===== config.mk =====
export PLATFORM = sky130hd
export DESIGN_NAME = mem_req_arbiter
export DESIGN_NICKNAME = d
export VERILOG_FILES = /design/src/rtl/mem_req_arbiter.sv
export SDC_FILE = /design/constraint.sdc
export NUM_CORES = 1
export LEC_CHECK = 0
export BUFFER_PORTS_ARGS = -buffer_cell sky130_fd_sc_hd__buf_2
export CORE_AREA = 2 2 280 282
export CTS_BUF_LIST = sky130_fd_sc_hd__clkbuf_8
export DETAILED_ROUTE_END_ITERATION = 8
export DIE_AREA = 0 0 282 284
export PLACE_DENSITY = 0.39
export SLEW_MARGIN = 20
export SYNTH_ARGS = -nofsm -noshare
export SYNTH_HDL_FRONTEND = slang
export SYNTH_SLANG_ARGS = --single-unit
export TNS_END_PERCENT = 10

===== constraint.sdc =====
create_clock -name clk -period 3.8 [get_ports clk]
set_input_delay 0.19 -clock clk [delete_from_list [all_inputs] [get_ports clk]]
set_output_delay 0.19 -clock clk [all_outputs]
set_load 0.02 [all_outputs]

===== src/rtl/mem_req_arbiter.sv =====
`default_nettype none
// ============================================================================
//  Module      : mem_req_arbiter
//  Description : Two-source DRAM request arbiter. It tags each grant with a
//                transaction ID, routes responses back by ID, and drops stale
//                prefetch responses.
//  Revision    : 1.0 - initial release
// ============================================================================
module mem_req_arbiter #(
    parameter int ADDR_W       = 32,
    parameter int DATA_W       = 256,
    parameter int ID_W         = 3,
    parameter int EPOCH_W      = 4,
    parameter int STARVE_LIMIT = 16
) (
    input  logic               clk,
    input  logic               rst_n,
    input  logic [EPOCH_W-1:0] current_epoch,

    input  logic               h_req_valid,
    output logic               h_req_ready,
    input  logic [ADDR_W-1:0]  h_req_addr,
    input  logic [15:0]        h_req_len,
    input  logic [EPOCH_W-1:0] h_req_epoch,

    input  logic               l_req_valid,
    output logic               l_req_ready,
    input  logic [ADDR_W-1:0]  l_req_addr,
    input  logic [15:0]        l_req_len,
    input  logic [EPOCH_W-1:0] l_req_epoch,

    output logic               dram_req_valid,
    input  logic               dram_req_ready,
    output logic [ADDR_W-1:0]  dram_req_addr,
    output logic [15:0]        dram_req_len,
    output logic [ID_W-1:0]    dram_req_id,
    output logic [EPOCH_W-1:0] dram_req_epoch,
    output logic               dram_req_src,

    input  logic               dram_resp_valid,
    input  logic [ID_W-1:0]    dram_resp_id,
    input  logic [EPOCH_W-1:0] dram_resp_epoch,
    input  logic [DATA_W-1:0]  dram_resp_data,
    input  logic               dram_resp_last,

    output logic               h_resp_valid,
    output logic               l_resp_valid,
    output logic [ID_W-1:0]    resp_id,
    output logic [EPOCH_W-1:0] resp_epoch,
    output logic [DATA_W-1:0]  resp_data,
    output logic               resp_last,

    output logic [ID_W:0]      outstanding,
    output logic [15:0]        stale_drops,
    output logic               err_spurious
);

    localparam int c_MAX_OUT  = 2 ** ID_W;
    localparam int c_STARVE_W = (STARVE_LIMIT < 1) ? 1 : $clog2(STARVE_LIMIT + 1);
    localparam logic [c_STARVE_W-1:0] c_STARVE_LIM = c_STARVE_W'(STARVE_LIMIT);
    localparam logic [c_STARVE_W-1:0] c_STARVE_MAX = {c_STARVE_W{1'b1}};
    localparam logic [c_MAX_OUT-1:0]  c_ONE        = c_MAX_OUT'(1);

    // Transaction table and starvation state
    logic [c_MAX_OUT-1:0]  r_entry_valid;
    logic [c_MAX_OUT-1:0]  r_entry_src;
    logic [c_STARVE_W-1:0] r_starve_cnt;

    // Request slot
    logic                  r_dram_req_valid;
    logic [ADDR_W-1:0]     r_dram_req_addr;
    logic [15:0]           r_dram_req_len;
    logic [ID_W-1:0]       r_dram_req_id;
    logic [EPOCH_W-1:0]    r_dram_req_epoch;
    logic                  r_dram_req_src;

    // Response stage and status
    logic                  r_h_resp_valid;
    logic                  r_l_resp_valid;
    logic [ID_W-1:0]       r_resp_id;
    logic [EPOCH_W-1:0]    r_resp_epoch;
    logic [DATA_W-1:0]     r_resp_data;
    logic                  r_resp_last;
    logic [ID_W:0]         r_outstanding;
    logic [15:0]           r_stale_drops;
    logic                  r_err_spurious;

    logic                  w_slot_free;
    logic                  w_any_free;
    logic                  w_can_grant;
    logic                  w_promote;
    logic                  w_l_wins;
    logic                  w_h_grant;
    logic                  w_l_grant;
    logic                  w_alloc;
    logic [ID_W-1:0]       w_alloc_id;
    logic [c_MAX_OUT-1:0]  w_alloc_vec;
    logic                  w_hit;
    logic                  w_hit_src;
    logic                  w_epoch_ok;
    logic                  w_free;
    logic [c_MAX_OUT-1:0]  w_free_vec;

    assign w_slot_free = !r_dram_req_valid || dram_req_ready;
    assign w_any_free  = |(~r_entry_valid);
    assign w_can_grant = w_slot_free && w_any_free;

    assign w_promote   = (STARVE_LIMIT != 0) && (r_starve_cnt >= c_STARVE_LIM);
    assign w_l_wins    = l_req_valid && (w_promote || !h_req_valid);
    assign w_h_grant   = w_can_grant && h_req_valid && !w_l_wins;
    assign w_l_grant   = w_can_grant && w_l_wins;
    assign w_alloc     = w_h_grant || w_l_grant;

    assign h_req_ready = w_h_grant;
    assign l_req_ready = w_l_grant;

    // Lowest free entry of the table as it stood at the start of the cycle
    always_comb begin
        w_alloc_id = '0;
        for (int i = c_MAX_OUT - 1; i >= 0; i--) begin
            if (!r_entry_valid[i]) begin
                w_alloc_id = ID_W'(i);
            end
        end
    end

    assign w_alloc_vec = w_alloc ? (c_ONE << w_alloc_id) : '0;

    assign w_hit       = r_entry_valid[dram_resp_id];
    assign w_hit_src   = r_entry_src[dram_resp_id];
    assign w_epoch_ok  = (dram_resp_epoch == current_epoch);
    assign w_free      = dram_resp_valid && dram_resp_last && w_hit;
    assign w_free_vec  = w_free ? (c_ONE << dram_resp_id) : '0;

    always_ff @(posedge clk or negedge rst_n) begin
        if (!rst_n) begin
            r_entry_valid <= '0;
            r_entry_src   <= '0;
            r_starve_cnt  <= '0;
            r_outstanding <= '0;
        end else begin
            r_entry_valid <= (r_entry_valid & ~w_free_vec) | w_alloc_vec;
            if (w_alloc) begin
                r_entry_src[w_alloc_id] <= w_l_grant;
            end

            if (!l_req_valid || w_l_grant) begin
                r_starve_cnt <= '0;
            end else if (r_starve_cnt != c_STARVE_MAX) begin
                r_starve_cnt <= r_starve_cnt + 1'b1;
            end

            case ({w_alloc, w_free})
                2'b10:   r_outstanding <= r_outstanding + 1'b1;
                2'b01:   r_outstanding <= r_outstanding - 1'b1;
                default: r_outstanding <= r_outstanding;
            endcase
        end
    end

    // The slot only reloads on a grant, and a grant needs the slot to drain
    always_ff @(posedge clk or negedge rst_n) begin
        if (!rst_n) begin
            r_dram_req_valid <= 1'b0;
            r_dram_req_addr  <= '0;
            r_dram_req_len   <= '0;
            r_dram_req_id    <= '0;
            r_dram_req_epoch <= '0;
            r_dram_req_src   <= 1'b0;
        end else if (w_alloc) begin
            r_dram_req_valid <= 1'b1;
            r_dram_req_addr  <= w_l_grant ? l_req_addr  : h_req_addr;
            r_dram_req_len   <= w_l_grant ? l_req_len   : h_req_len;
            r_dram_req_epoch <= w_l_grant ? l_req_epoch : h_req_epoch;
            r_dram_req_id    <= w_alloc_id;
            r_dram_req_src   <= w_l_grant;
        end else if (dram_req_ready) begin
            r_dram_req_valid <= 1'b0;
        end
    end

    always_ff @(posedge clk or negedge rst_n) begin
        if (!rst_n) begin
            r_h_resp_valid <= 1'b0;
            r_l_resp_valid <= 1'b0;
            r_resp_id      <= '0;
            r_resp_epoch   <= '0;
            r_resp_data    <= '0;
            r_resp_last    <= 1'b0;
            r_stale_drops  <= '0;
            r_err_spurious <= 1'b0;
        end else begin
            r_h_resp_valid <= dram_resp_valid && w_hit && !w_hit_src;
            r_l_resp_valid <= dram_resp_valid && w_hit && w_hit_src && w_epoch_ok;
            if (dram_resp_valid) begin
                r_resp_id    <= dram_resp_id;
                r_resp_epoch <= dram_resp_epoch;
                r_resp_data  <= dram_resp_data;
                r_resp_last  <= dram_resp_last;
            end
            if (dram_resp_valid && w_hit && w_hit_src && !w_epoch_ok
                    && (r_stale_drops != 16'hFFFF)) begin
                r_stale_drops <= r_stale_drops + 16'd1;
            end
            if (dram_resp_valid && !w_hit) begin
                r_err_spurious <= 1'b1;
            end
        end
    end

    assign dram_req_valid = r_dram_req_valid;
    assign dram_req_addr  = r_dram_req_addr;
    assign dram_req_len   = r_dram_req_len;
    assign dram_req_id    = r_dram_req_id;
    assign dram_req_epoch = r_dram_req_epoch;
    assign dram_req_src   = r_dram_req_src;

    assign h_resp_valid   = r_h_resp_valid;
    assign l_resp_valid   = r_l_resp_valid;
    assign resp_id        = r_resp_id;
    assign resp_epoch     = r_resp_epoch;
    assign resp_data      = r_resp_data;
    assign resp_last      = r_resp_last;

    assign outstanding    = r_outstanding;
    assign stale_drops    = r_stale_drops;
    assign err_spurious   = r_err_spurious;

endmodule
`default_nettype wire


==> results.toml <==
[detailed_routing]
via_count = 12876
drt-wirelength-per-cell_um = 16.2
first_pass_iters = 5
dr.first_iter.drc_count = 351
wl_mm = 53.4
vias_per_cell = 3.90
drtAntennaViolNets = 0
remaining_drc_errors = 0

[timing]
rsz0062_at_grt = "no"
post-route-period-util = 0.780
worst_pin_slew_ps = 932
fin_tns_setup_ps = 0
finalCriticalPeriod_ps = 2960
max_freq_ghz = 0.337
relSlewSlack = 0.379
setup_viol = 0
drv_slew = 0
finClkSkew_ps = 50.1
finalHoldViolCount = 0

[yosys]
synth_top_family_by_area = "multiplexers"
synth_fa_ha_area_frac = 0.00517
ys_async_sr_fraction = 1.00
synth-main-ff-cell = "dfrtp_1"
yosys.area_share.xor_xnor = 0.0163
synth_compound_area_frac = 0.0367
synth_edf_count = 0
ys_seq_area_frac = 0.629
synth.ff_latch_count = 365
syn-num-nets = 1458
synth_mux_area_frac = 0.218
yosys_warnings = 0
syn_inst = 1074
syn_area_mm2 = 0.0145
synth_top_area_frac = 0.629
ys_top_cells_by_area = "dfrtp_1 (63%), mux2_2 (21%), nand2_1 (3.2%), a31oi_1 (2.4%), nor2_1 (1.8%)"
avgSynthCellArea_um2 = 13.5
synth_cell_types = 45
synth_commonest_cells = "dfrtp_1 (365), mux2_2 (270), nand2_1 (125), nor2_1 (69), a31oi_1 (55)"
synth.most_common_cell = "dfrtp_1"
synth_area_leader_cell = "dfrtp_1"
yosys.area_share.simple = 0.0776

[placement]
place_hpwl_mm = 38.1
place.gp.congestion = 0.803
dpl-instance-area_mm2 = 0.0194
port-buffer-count = 723

[global_route]
overflow = 0
grt_max_degree = 129
grt_first_pass_wirelength_mm = 79.0
grt_pass1_vias = 13903
antenna_found_initial = 6
track_usage = 0.127

[cells_and_area]
layout.nets = 2585
fill_cells = 7844
synthToLayoutAreaGrowth_pct = 69.9
drive_gt1_frac = 0.496
layout.area.seq_mm2 = 0.00913
multi_input_area_mm2 = 0.00515
design_area_mm2 = 0.0247

[setup_path]
rr_worst_depth = 9
rrSetupSlack_ps = 840
reg2reg_to = "dram_req_len[9]"
cp-start-kind = "flip-flop"
worstPathArrival_ps = 3550
worstPathRequired_ps = 4380
crit_fanout = 41
startpoint = "r_entry_valid[2]"
crit_end = "dram_req_len[9]"
cp-end-kind = "flip-flop"
crit_type = "reg -> reg"
r2r-start = "r_entry_valid[2]"

[clock_tree]
cts_made_buffers = 73
clockBufferDepth = 3
path_clk_slew_ps = 60
cts_num_sinks = 365
cts-root-buf = "clkbuf_8"
htreeDepth = 3
hold_buffers = 372
clk_latency_ps = 650
cts_resized = 0
cts_tree = "done"
cts_setup_buffers = 0

[floorplanning]
rows = 102
fp.coreArea_mm2 = 0.0770
die-area_mm2 = 0.0801
die_w_um = 282
num_io_pins = 724
fp.dieH_um = 284
initial_core_util = 0.189

[power]
ir_drop_mv = 0.293
p_leak_nw = 11.6
cellPowerDensity_mw_per_mm2 = 550

[run]
drv_cap = 0

[worst_hold_path]
holdCritPathClass = "in -> reg"

[run_status]
status = "finished clean"
## sequential cells by signal, indices dropped and copies added (netlist names)
signal	flops
resp_last	1
r_starve_cnt	5
r_entry_valid	8
resp_id	3
resp_epoch	4
dram_req_len	16
resp_data	256
err_spurious	1
dram_req_epoch	4
dram_req_valid	1
outstanding	4
r_entry_src	8
dram_req_id	3
l_resp_valid	1
dram_req_src	1
h_resp_valid	1
dram_req_addr	32
stale_drops	16
## layout make-up
| class | instances | share of cell area |
|---|---|---|
| Sequential cell | 365 | 0.370 |
| Timing Repair Buffer | 1108 | 0.304 |
| Multi-Input combinational cell | 647 | 0.209 |
| Tap cell | 1040 | 0.0527 |
| Clock buffer | 93 | 0.0519 |
| Clock inverter | 37 | 0.0111 |
| Inverter | 6 | 0.000913 |
| Antenna cell | 7 | 0.000710 |
## per-layer routing
| metal | vias to the layer above | track usage | part of all wire |
|---|---|---|---|
| met3 | 91 | 0.0478 | 0.093 |
| met1 | 6219 | 0.131 | 0.37 |
| met2 | 537 | 0.233 | 0.52 |
| met5 | - | 0 | 0.00024 |
| met4 | 2 | 0.0463 | 0.026 |
| li1 | 6027 | - | - |
## worst max-delay path, cell delays in order, from the launching register on
cell	delay (ps)
dfrtp_1	460
nand4_1	170
buf_4	180
o21a_1	180
nand3_2	100
inv_2	540
buf_4	410
nand2_1	90
a31oi_1	180
dlygate4sd3_1	580
## cell families (layout without fill, tap and decap cells)
group	Yosys count	after routing
flip-flops	365	365
XOR/XNOR	27	27
adder cells (fa/ha/maj)	6	6
AO/OA/AOI/OAI	85	85
AND/OR/NAND/NOR	251	251
other	0	7
buffers and inverters	62	1244
multiplexers	278	278
## worst min path at each step
stage               slack [ps]               end  depth (start not counted)             from
floorplan                 -110  dram_req_addr[0]                          0            rst_n
global placement           260    resp_data[249]                          1            rst_n
detailed placement         260     resp_data[88]                          1            rst_n
CTS                        0.2      err_spurious                          2  dram_resp_valid
global route                40      err_spurious                          2  dram_resp_valid
finish                      70        resp_id[2]                          2  dram_resp_id[2]
## through the flow
step / setup WS, ps / instances / utilization / hold WS (ps) / power [W]
after global placement: 776 / 2794 / 0.252 / 261 / 0.00866
final: 837 / 3303 / 0.321 / 66.7 / 0.0136
after global routing: 520 / 3301 / 0.321 / 36.1 / 0.0144
after floorplan: 1150 / 1074 / - / -106 / 0.00712
after detailed placement: 831 / 2794 / 0.252 / 263 / 0.00868
after CTS: 797 / 3296 / 0.320 / 0.168 / 0.0138
## power by group
group	leakage, nW	total, W	internal (W)	switching (W)
combinational	6.44	0.00429	0.00194	0.00235
clock	0.885	0.00423	0.00242	0.00181
sequential	4.28	0.00505	0.00460	0.000451
total	11.6	0.0136	0.00895	0.00461
## placed cells by master, fill, tap and decap left out, types with 10 or more instances in the layout
| cell type | instances |
|---|---|
| a31oi_1 | 55 |
| buf_2 | 721 |
| buf_4 | 10 |
| clkbuf_8 | 93 |
| dfrtp_1 | 365 |
| dlygate4sd3_1 | 372 |
| inv_1 | 29 |
| mux2_2 | 270 |
| nand2_1 | 125 |
| nor2_1 | 68 |
| xnor2_1 | 19 |
No activity file was read; power rests on OpenSTA's default activity.
